===== src/rtl/stick_stepper_pkg.sv =====
// stick_stepper_pkg: shared direction/state encodings and stick calibration defaults.
package stick_stepper_pkg;

    typedef enum logic [1:0] {
        DIR_NEUTRAL = 2'b00,
        DIR_LEFT    = 2'b01,
        DIR_RIGHT   = 2'b10
    } dir_e;

    typedef enum logic [1:0] {
        IDLE   = 2'd0,
        DELAY  = 2'd1,
        REPEAT = 2'd2
    } state_e;

    localparam int CENTER_DEF   = 512;
    localparam int DEADZONE_DEF = 128;
    localparam int HYST_DEF     = 32;

endpackage


===== src/rtl/stick_avg4.sv =====
// stick_avg4: 4-sample moving average of the raw X axis; reports CENTER until 4 samples are held.
module stick_avg4
    import stick_stepper_pkg::*;
#(
    parameter int DATA_W = 10,
    parameter int CENTER = CENTER_DEF
) (
    input  logic              clk,
    input  logic              clr,
    input  logic [DATA_W-1:0] pos_data,
    input  logic              pos_valid,
    output logic [DATA_W-1:0] avg
);

    logic [3:0][DATA_W-1:0] smp_q, smp_d;
    logic [2:0]             fill_q, fill_d;
    logic [DATA_W+1:0]      sum_d;
    logic [DATA_W-1:0]      avg_q, avg_d;

    // The average is taken over the buffer including the incoming sample so avg lands one cycle after the strobe.
    always_comb begin
        smp_d  = pos_valid ? {smp_q[2:0], pos_data} : smp_q;
        fill_d = (pos_valid && fill_q != 3'd4) ? fill_q + 3'd1 : fill_q;
        sum_d  = {2'b0, smp_d[0]} + {2'b0, smp_d[1]} + {2'b0, smp_d[2]} + {2'b0, smp_d[3]};
        avg_d  = !pos_valid ? avg_q : fill_d == 3'd4 ? DATA_W'(sum_d >> 2) : DATA_W'(CENTER);
    end

    always_ff @(posedge clk) begin
        if (!clr) begin
            smp_q  <= '0;
            fill_q <= '0;
            avg_q  <= DATA_W'(CENTER);
        end else begin
            smp_q  <= smp_d;
            fill_q <= fill_d;
            avg_q  <= avg_d;
        end
    end

    assign avg = avg_q;

endmodule


===== src/rtl/stick_stepper.sv =====
// stick_stepper: joystick X samples -> averaged deadzone direction -> auto-repeat lane stepping.
// Define STICK_HYST_EN to give the classifier exit hysteresis.
module stick_stepper
    import stick_stepper_pkg::*;
#(
    parameter int DATA_W       = 10,
    parameter int POS_W        = 4,
    parameter int POS_MAX      = 15,
    parameter int POS_INIT     = 7,
    parameter int CENTER       = CENTER_DEF,
    parameter int DEADZONE     = DEADZONE_DEF,
    parameter int FIRST_TICKS  = 8,
    parameter int REPEAT_TICKS = 3
) (
    input  logic              clk,
    input  logic              clr,
    input  logic [DATA_W-1:0] pos_data,
    input  logic              pos_valid,
    input  logic              step_tick,
    input  logic              freeze,
    output logic [POS_W-1:0]  plrpos,
    output logic              step_pulse,
    output logic [1:0]        dir
);

    localparam int CNT_W = $clog2(FIRST_TICKS + 1);
    localparam logic [DATA_W-1:0] LO = DATA_W'(CENTER - DEADZONE);
    localparam logic [DATA_W-1:0] HI = DATA_W'(CENTER + DEADZONE);

    logic [DATA_W-1:0] avg;
    dir_e              dir_q, dir_d, run_q, run_d, step_d;
    state_e            state_q, state_d;
    logic [CNT_W-1:0]  cnt_q, cnt_d;
    logic [POS_W-1:0]  pos_q, pos_d;
    logic              pulse_q, pulse_d;

    stick_avg4 #(.DATA_W(DATA_W), .CENTER(CENTER)) u_avg (
        .clk       (clk),
        .clr       (clr),
        .pos_data  (pos_data),
        .pos_valid (pos_valid),
        .avg       (avg)
    );

`ifdef STICK_HYST_EN
    localparam logic [DATA_W-1:0] LO_EXIT = DATA_W'(CENTER - DEADZONE + HYST_DEF);
    localparam logic [DATA_W-1:0] HI_EXIT = DATA_W'(CENTER + DEADZONE - HYST_DEF);
    logic [1:0] prev_q;

    always_comb
        dir_d = avg < LO ? DIR_LEFT : avg > HI ? DIR_RIGHT
              : (prev_q == DIR_LEFT && avg < LO_EXIT) ? DIR_LEFT
              : (prev_q == DIR_RIGHT && avg > HI_EXIT) ? DIR_RIGHT : DIR_NEUTRAL;

    always_ff @(posedge clk)
        prev_q <= !clr ? DIR_NEUTRAL : dir_d;
`else
    always_comb
        dir_d = avg < LO ? DIR_LEFT : avg > HI ? DIR_RIGHT : DIR_NEUTRAL;
`endif

    // run_q remembers the direction being repeated so a reversal restarts the first-step delay.
    always_comb begin
        state_d = state_q;
        cnt_d   = cnt_q;
        run_d   = run_q;
        step_d  = DIR_NEUTRAL;
        if (freeze || dir_q == DIR_NEUTRAL) begin
            state_d = IDLE;
            cnt_d   = '0;
        end else if (state_q == IDLE || dir_q != run_q) begin
            step_d  = dir_q;
            run_d   = dir_q;
            cnt_d   = CNT_W'(FIRST_TICKS);
            state_d = DELAY;
        end else if (step_tick) begin
            cnt_d = cnt_q - 1'b1;
            if (cnt_q == CNT_W'(1)) begin
                step_d  = dir_q;
                cnt_d   = CNT_W'(REPEAT_TICKS);
                state_d = REPEAT;
            end
        end
        pos_d   = (step_d == DIR_LEFT && pos_q != '0) ? pos_q - 1'b1
                : (step_d == DIR_RIGHT && pos_q != POS_W'(POS_MAX)) ? pos_q + 1'b1 : pos_q;
        pulse_d = pos_d != pos_q;
    end

    always_ff @(posedge clk) begin
        if (!clr) begin
            dir_q   <= DIR_NEUTRAL;
            run_q   <= DIR_NEUTRAL;
            state_q <= IDLE;
            cnt_q   <= '0;
            pos_q   <= POS_W'(POS_INIT);
            pulse_q <= 1'b0;
        end else begin
            dir_q   <= dir_d;
            run_q   <= run_d;
            state_q <= state_d;
            cnt_q   <= cnt_d;
            pos_q   <= pos_d;
            pulse_q <= pulse_d;
        end
    end

    assign plrpos     = pos_q;
    assign step_pulse = pulse_q;
    assign dir        = dir_q;

endmodule


===== config.mk =====
export PLATFORM = sky130hd
export DESIGN_NAME = stick_stepper
export DESIGN_NICKNAME = d
export VERILOG_FILES = /design/src/rtl/stick_stepper_pkg.sv /design/src/rtl/stick_avg4.sv /design/src/rtl/stick_stepper.sv
export SDC_FILE = /design/constraint.sdc
export NUM_CORES = 1
export LEC_CHECK = 0
export CORE_ASPECT_RATIO = 1.2
export CORE_MARGIN = 2
export CORE_UTILIZATION = 42
export DETAILED_ROUTE_END_ITERATION = 6
export SLEW_MARGIN = 20
export SYNTH_ARGS = -nofsm -noshare
export SYNTH_HDL_FRONTEND = slang
export SYNTH_SLANG_ARGS = --single-unit

===== constraint.sdc =====
create_clock -name clk -period 10.5 [get_ports clk]
set_clock_uncertainty 0.15 [all_clocks]
set_input_delay 1.05 -clock clk [delete_from_list [all_inputs] [get_ports clk]]
set_output_delay 1.05 -clock clk [all_outputs]
set_load 0.01 [all_outputs]

### Word-level counts from Yosys, hierarchy flattened

Index checks and enable logic that the tools add are counted.

* register bits: 68
* bits of input ports: 15
* output and inout port bits: 7
* logic and storage cells: 67

* $add $sub $neg: 7
* order comparisons: 2
* equal/unequal tests: 8
* mux-type cells: 17
* bitwise gates (word level): 2
* reductions and logical operators: 16

Operators with widths (number)
* $mux W40: 1
* $add A12 B10 Y12: 2
* $mux W4: 5
* $add A10 B10 Y11: 1
* $gt A10 B10 Y1 const B: 1
* $lt A10 B9 Y1 const B: 1
* $mux W10: 1
* $mux W2: 5
* $sub A4 B1 Y4 const B: 2
* $reduce_and A2 Y1: 3
* $add A4 B1 Y4 const B: 1
* $eq A4 B1 Y1 const B: 1
* $logic_not A2 Y1: 2
* $mux W1: 4
* $ne A4 B4 Y1: 1
* $ne A4 B4 Y1 const B: 1
* $reduce_bool A2 Y1: 2
* $reduce_bool A4 Y1: 1
* $reduce_or A2 Y1: 2
* $add A3 B1 Y3 const B: 1
* $eq A3 B3 Y1 const B: 1
* $logic_and A1 B1 Y1: 3
* $mux W3: 1
* $ne A3 B3 Y1 const B: 1
* 6 further kinds: 8

### Logic depth before layout (Yosys ltp)

Gate-level depths: netlist (run 1).

* word-level depth: 10
* mapped depth: 18

### Hierarchy

From an unflattened synthesis (run 1), not the netlist that was laid out.

* cell total of the unflattened synthesis: 367
* area total of the unflattened synthesis: 3747.3 um2

Modules (own cells, without submodules)
* stick_avg4: times used 1, cells each 266, area each 2890.3 um2, sequential area each 1061.0 um2
* stick_stepper: times used 1, cells each 101, area each 857.1 um2, sequential area each 300.3 um2

### Least setup slack after synthesis (run 1)

OpenSTA, ideal clock, no wires.

* path kind: input -> register
* start point: in pos_valid
* end point: reg u_avg.avg_q[8], in the netlist u_avg.avg[8]
* arrival: 4.798 ns
* data required time: 10.233 ns
* slack: 5.434 ns
* cell stages on the path: 17
* cells stage by stage: buf_2 buf_2 mux2_2 ha_1 fa_1 a21o_1 a21oi_1 o21ai_0 a31oi_1 xor2_1 fa_1 inv_1 ha_1 nor3_1 a311o_1 a21o_1 a32o_1

RTL lines
* start, declared: RTL line stick_stepper.sv:18 `input logic pos_valid,`
* end signal, assigned: RTL line stick_avg4.sv:32 `avg_q <= DATA_W'(CENTER);`
* end signal, assigned: RTL line stick_avg4.sv:36 `avg_q <= avg_d;`
* end, declared: RTL line stick_avg4.sv:18 `logic [DATA_W-1:0] avg_q, avg_d;`

==> results.py, run 1 <==
metrics = {
    "placement": {
        "portBuffers": 21,
        "postPlaceCellArea_um2": 4260,
        "globalplace.congestion": 0.757,
        "dp_hpwl_mm": 5.19,
    },
    "global_routing": {
        "antenna_found_initial": 0,
        "grt_pass1_wl_mm": 13.1,
        "grt_start_max_net_pins": 51,
        "grt_pass1_vias": 2914,
        "overflow": 0,
        "gr-usage-all-layers_pct": 15.8,
    },
    "sta": {
        "slew_violations": 0,
        "relSlewSlack_pct": 55.9,
        "hold_viol": 0,
        "timing.hold.ws_ps": 298,
        "period_needed_ps": 5410,
        "rsz0062_at_grt": "no",
        "finalSetupTns_ps": 0,
        "period_share_pct": 51.5,
        "worst_pin_slew_ps": 661,
        "final-setup-viol-count": 0,
        "fmax_ghz": 0.185,
    },
    "routing": {
        "drc": 0,
        "drtPass1Iterations": 4,
        "drtIter0Drc": 77,
        "wire_per_inst_um": 12.5,
        "ant_nets": 0,
        "vias": 2937,
        "via_per_inst": 5.12,
        "routed_wirelength_mm": 7.20,
    },
    "clock_network": {
        "clock-root-buffer": "clkbuf_8",
        "cts_buffer_depth": 2,
        "htree_levels": 3,
        "ctsResizeCount": 0,
        "numCtsBuffers": 9,
        "clock_latency_ps": 360,
        "ctsHoldBuffers": 0,
        "cts_sinks": 68,
        "tritoncts": "built",
        "postCtsSetupRepairBufs": 0,
        "clk_pin_slew_ps": 70,
    },
    "synthesis": {
        "async_flop_share_pct": 0,
        "ys_seq_elements": 68,
        "netlist_area_um2": 3970,
        "synth.top_cell.area_share_pct": 34.3,
        "yosysTopAreaCell": "dfxtp_1",
        "synth_cells": 428,
        "synth-seq-area-share_pct": 34.3,
        "synth.avg_cell_area_um2": 9.28,
        "synth.area.top_cells": "dfxtp_1, ha_1, mux2_2, fa_1, mux2i_1",
        "ys_warn_count": 0,
        "synth-edff-count": 0,
        "syn_nets": 480,
        "synth-main-ff-cell": "dfxtp_1",
        "ys_types": 55,
    },
    "flow_run": {
        "maxCapViolCount": 0,
    },
    "layout": {
        "area_delta_synth_final_pct": 11.5,
        "drive_gt1_share_pct": 10.6,
        "fillCellCount": 916,
        "nets": 501,
        "fin_area_um2": 4430,
        "diodes": 0,
        "regArea_um2": 1360,
        "multiInputGateArea_um2": 2410,
    },
    "power": {
        "comb_power_share_pct": 17.1,
        "sw_frac_of_total_pct": 27.5,
        "vdd_drop_max_v": 0.0000724,
        "p_per_area_nw_per_um2": 124,
        "pwr-share-seq_pct": 48.6,
        "switching_power_mw": 0.151,
        "power_frac_clock_pct": 34.2,
        "leakagePower_nw": 1.94,
        "p_int_mw": 0.397,
    },
    "die": {
        "start_util_pct": 43.5,
        "die_y_um": 111,
        "io_pins": 22,
        "die_area_um2": 10200,
        "coreArea_um2": 9130,
        "fp.dieW_um": 92.8,
        "rows": 38,
    },
    "setup_path": {
        "r2r_slack_ps": 6240,
        "cp-end-kind": "flop",
        "timing.rr.start": "u_avg.smp_q[0]",
        "critPathLaunchType": "input port",
        "cp_data_arrival_time_ps": 5510,
        "r2r-end": "u_avg.avg[8]",
        "cp-startpoint": "pos_valid",
        "worstPathMaxFanout": 50,
        "critical_path_class": "in -> reg",
        "r2r_cells": 15,
        "worstPathRequired_ps": 10600,
        "critPathCapture": "u_avg.avg[8]",
    },
    "status": {
        "status": "completed",
    },
    "worst_hold_path": {
        "hold_class": "reg -> reg",
    },
}
==> Yosys cell counts (all sizes together), types with 7 or more instances <==
cell type,instances
and2,24
nor2b,8
nand2b,7
o21ai,16
a21oi,28
ha,26
a21o,9
fa,11
mux2,23
xor2,12
nor3,8
dfxtp,68
nand3,8
nand2,21
mux2i,19
nor2,47
buf,8
inv,31
==> per-layer routing <==
layer  share of wire [%]  GRT usage (%)  vias to the layer above  wire length [um]
li1                    -              -                     1521                 -
met1                  47           18.9                     1374              3410
met2                  48           26.7                       32              3440
met3                 2.4           2.86                       10               175
met4                 2.5           8.24                        0               178
met5                   0              0                        -                 0
==> worst min-delay path by stage <==
stage | startpoint | depth (start not counted) | end | slack, ps
floorplan | u_avg.avg[9] | 1 | dir[0] | 270
global placement | u_avg.avg[4] | 2 | u_avg.avg[4] | 290
detailed placement | u_avg.avg[4] | 2 | u_avg.avg[4] | 290
CTS | u_avg.avg[4] | 2 | u_avg.avg[4] | 300
global route | u_avg.avg[2] | 2 | u_avg.avg[2] | 310
finish | u_avg.avg[4] | 2 | u_avg.avg[4] | 300
==> cell families after synthesis <==
logic type               share of synthesized area [%]
flip-flops                                        34.3
buffers and inverters                             5.07
XOR/XNOR                                          4.35
adder cells (fa/ha/maj)                           13.7
multiplexers                                      11.3
AO/OA/AOI/OAI                                     13.3
AND/OR/NAND/NOR                                   17.9
==> placed cells by master (no fill, tap or decap), types with 3 or more instances in the layout <==
cell type / count
or3_1: 3
clkdlybuf4s50_1: 20
mux2i_1: 19
o21ai_0: 9
ha_1: 26
xnor2_1: 6
nand2_1: 20
inv_1: 31
nor3_1: 8
mux2_2: 23
buf_4: 3
nor2b_1: 8
fa_1: 11
a21oi_1: 28
xor2_1: 10
nand3_1: 8
nor2_1: 47
clkbuf_8: 10
o21a_1: 3
a211oi_1: 3
and2_1: 24
clkbuf_1: 4
dfxtp_1: 68
a21o_1: 9
o21ai_1: 7
nand2b_1: 7
==> per-stage QoR <==
stage | total power [mW] | setup WS [ps] | util, % | cells
after global placement | 0.365 | 4800 | 46.7 | 558
final | 0.548 | 5090 | 48.5 | 574
after floorplan | 0.345 | 5430 | - | 428
after global routing | 0.582 | 4870 | 48.5 | 574
after CTS | 0.556 | 5090 | 48.5 | 574
after detailed placement | 0.366 | 4720 | 46.7 | 558
==> power groups by stage <==
stage / Clock [mW] / Combinational [mW] / Sequential (mW)
final: 0.187 / 0.0938 / 0.266
after global routing: 0.207 / 0.107 / 0.267
after CTS: 0.195 / 0.0948 / 0.266
after detailed placement: 0 / 0.0941 / 0.272
after global placement: 0 / 0.0932 / 0.272
after floorplan: 0 / 0.0737 / 0.271
==> cell type report <==
cell class,instances,share of cell area (%)
flip-flops and latches,68,30.8
multi-input cells,315,54.4
inverters,31,2.63
clock buffers,14,3.45
clock inverters,2,0.226
repair buffers,24,5.15
well taps,120,3.39
==> flip-flops by register name (all words and copies together), names as in the netlist <==
register	flops
u_avg.smp_q	40
step_pulse	1
u_avg.avg	10
plrpos	4
u_avg.fill_q	3
state_q	2
run_q	2
cnt_q	4
dir	2
==> critical path, stage by stage <==
cell	delay, ps
buf_2	70
buf_4	530
mux2_2	420
ha_1	220
fa_1	410
a21o_1	200
a21oi_1	280
o21ai_0	150
a31oi_1	270
xor2_1	120
fa_1	490
inv_1	40
ha_1	380
nor3_1	80
a311o_1	340
a21o_1	190
a32o_1	250
No activity file was read; power rests on OpenSTA's default activity.
==> run 2: changes to the inputs <==
- clock period: 10.5 -> 5.51 ns (I/O delays scaled with it)
==> run 2 against run 1 <==
  * Global-route usage shrank 0.28 points
  * Clock power grew 120%
  * First-iteration DRC count shrank 21%
  * Total power grew 100%
  * Critical path depth shrank 1
  * Combinational power grew 91%
  * Register-to-register slack lost 5000 ps
  * Sequential share of layout area shrank 0.33 points
  * Worst setup slack lost 4100 ps
  * Critical endpoint unchanged
==> results.py, run 2 (same netlist as run 1, synthesis figures left out) <==
metrics = {
    "status": {
        "status": "completed",
    },
    "setup_path": {
        "path_cells": "clkdlybuf4s50_1 > mux2_2 > ha_1 > fa_1 > a21o_1 > a21oi_1 > o21ai_0 > a31oi_1 > xor2_1 > fa_1 > inv_1 > ha_1 > nor3_1 > a311o_1 > a21o_1 > a32o_1",
        "critical_path_class": "in -> reg",
        "r2r_slack_ps": 1290,
        "worstPathRequired_ps": 5610,
        "slowest_stage": "fa_1",
        "r2r_cells": 15,
        "max_stage_delay_ps": 480,
        "cp_data_arrival_time_ps": 4610,
        "cp-end-kind": "flop",
        "worstPathMaxFanout": 6,
        "critPathLaunchType": "input port",
    },
    "die": {
        "start_util_pct": 43.5,
        "io_pins": 22,
        "fp.dieW_um": 92.8,
        "rows": 38,
        "die_y_um": 111,
        "coreArea_um2": 9130,
        "die_area_um2": 10200,
    },
    "global_routing": {
        "grt_pass1_wl_mm": 12.8,
        "gr-usage-all-layers_pct": 15.5,
        "overflow": 0,
        "grt_start_max_net_pins": 32,
        "antenna_found_initial": 0,
        "grt_pass1_vias": 2971,
    },
    "clock_network": {
        "numCtsBuffers": 9,
        "htree_levels": 3,
        "clock_latency_ps": 350,
        "cts_buffer_depth": 2,
        "tritoncts": "built",
        "ctsResizeCount": 0,
        "cts_sinks": 68,
        "postCtsSetupRepairBufs": 0,
        "clock-root-buffer": "clkbuf_8",
        "ctsHoldBuffers": 0,
        "clk_pin_slew_ps": 80,
    },
    "routing": {
        "via_per_inst": 5.11,
        "vias": 2937,
        "routed_wirelength_mm": 7.26,
        "wire_per_inst_um": 12.6,
        "drc": 0,
        "drtIter0Drc": 61,
        "drtPass1Iterations": 4,
        "ant_nets": 0,
    },
    "flow_run": {
        "maxCapViolCount": 0,
    },
    "layout": {
        "drive_gt1_share_pct": 11.4,
        "fillCellCount": 913,
        "nets": 502,
        "final_common_cell": "dfxtp_1",
        "layout_common_cells": "dfxtp_1, nor2_1, inv_1",
        "multiInputGateArea_um2": 2410,
        "largest-register": "u_avg.smp_q",
        "diodes": 0,
        "area_delta_synth_final_pct": 12.7,
        "largest_reg_flops": 40,
        "regArea_um2": 1360,
    },
    "worst_hold_path": {
        "hold_class": "reg -> reg",
        "holdPathStages": 2,
    },
    "power": {
        "leakagePower_nw": 1.96,
        "vdd_drop_max_v": 0.000169,
        "p_per_area_nw_per_um2": 247,
    },
    "sta": {
        "finalSetupTns_ps": 0,
        "fmax_ghz": 0.222,
        "setup_slack_ps": 1000,
        "final-setup-viol-count": 0,
        "hold_viol": 0,
        "period_share_pct": 81.8,
        "period_needed_ps": 4510,
        "relSlewSlack_pct": 68.4,
        "slew_violations": 0,
        "timing.hold.ws_ps": 299,
        "rsz0062_at_grt": "no",
        "worst_pin_slew_ps": 460,
    },
    "placement": {
        "place_ws_ps": 620,
        "globalplace.congestion": 0.821,
        "portBuffers": 21,
        "dp_hpwl_mm": 5.41,
    },
}
==> run 2: final cells by class <==
class	instances	share of cell area, %
timing repair buffer	25	5.26
clock buffer	12	3.47
clock inverter	4	1.06
inverter	31	2.60
multi-input combinational	315	53.8
sequential	68	30.4
tap	120	3.36
==> run 2: where the power goes <==
part / switching (mW) / internal [mW]
combinational: 0.0995 / 0.0799
sequential: 0.00567 / 0.502
clock: 0.187 / 0.232
==> run 2: final timing paths <==
kind	to	startpoint
worst max-delay path	u_avg.avg[8]	pos_data[0]
worst min-delay path	u_avg.avg[2]	u_avg.avg[2]
worst min register to register	u_avg.avg[2]	u_avg.avg[2]
worst max register to register	u_avg.avg[8]	u_avg.smp_q[0]
==> run 2: critical path, delay by kind of cell <==
kind	cells	cell delay (ps)
buffers and inverters	2	440
adder cells (fa/ha/maj)	4	1480
multiplexers	1	270
AO/OA/AOI/OAI	7	1670
AND/OR/NAND/NOR	1	80
XOR/XNOR	1	120
==> run 2: metal layers <==
metal | up-vias | wire [um] | global-route usage, % | part of all wire (%)
met1 | 1375 | 3360 | 18.0 | 46
met5 | - | 0 | 0 | 0
met3 | 13 | 206 | 3.75 | 2.8
met2 | 32 | 3540 | 26.7 | 49
met4 | 0 | 155 | 7.06 | 2.1
li1 | 1517 | - | - | -
==> run 2: stage by stage <==
step	area [um^2]	power [mW]	std cells	util (%)
final	4470	1.11	575	49.0
after global routing	4470	1.17	575	49.0
after CTS	4470	1.12	575	49.0
after detailed placement	4270	0.698	559	46.8
after global placement	4270	0.697	559	46.8
after floorplan	3970	0.657	428	-
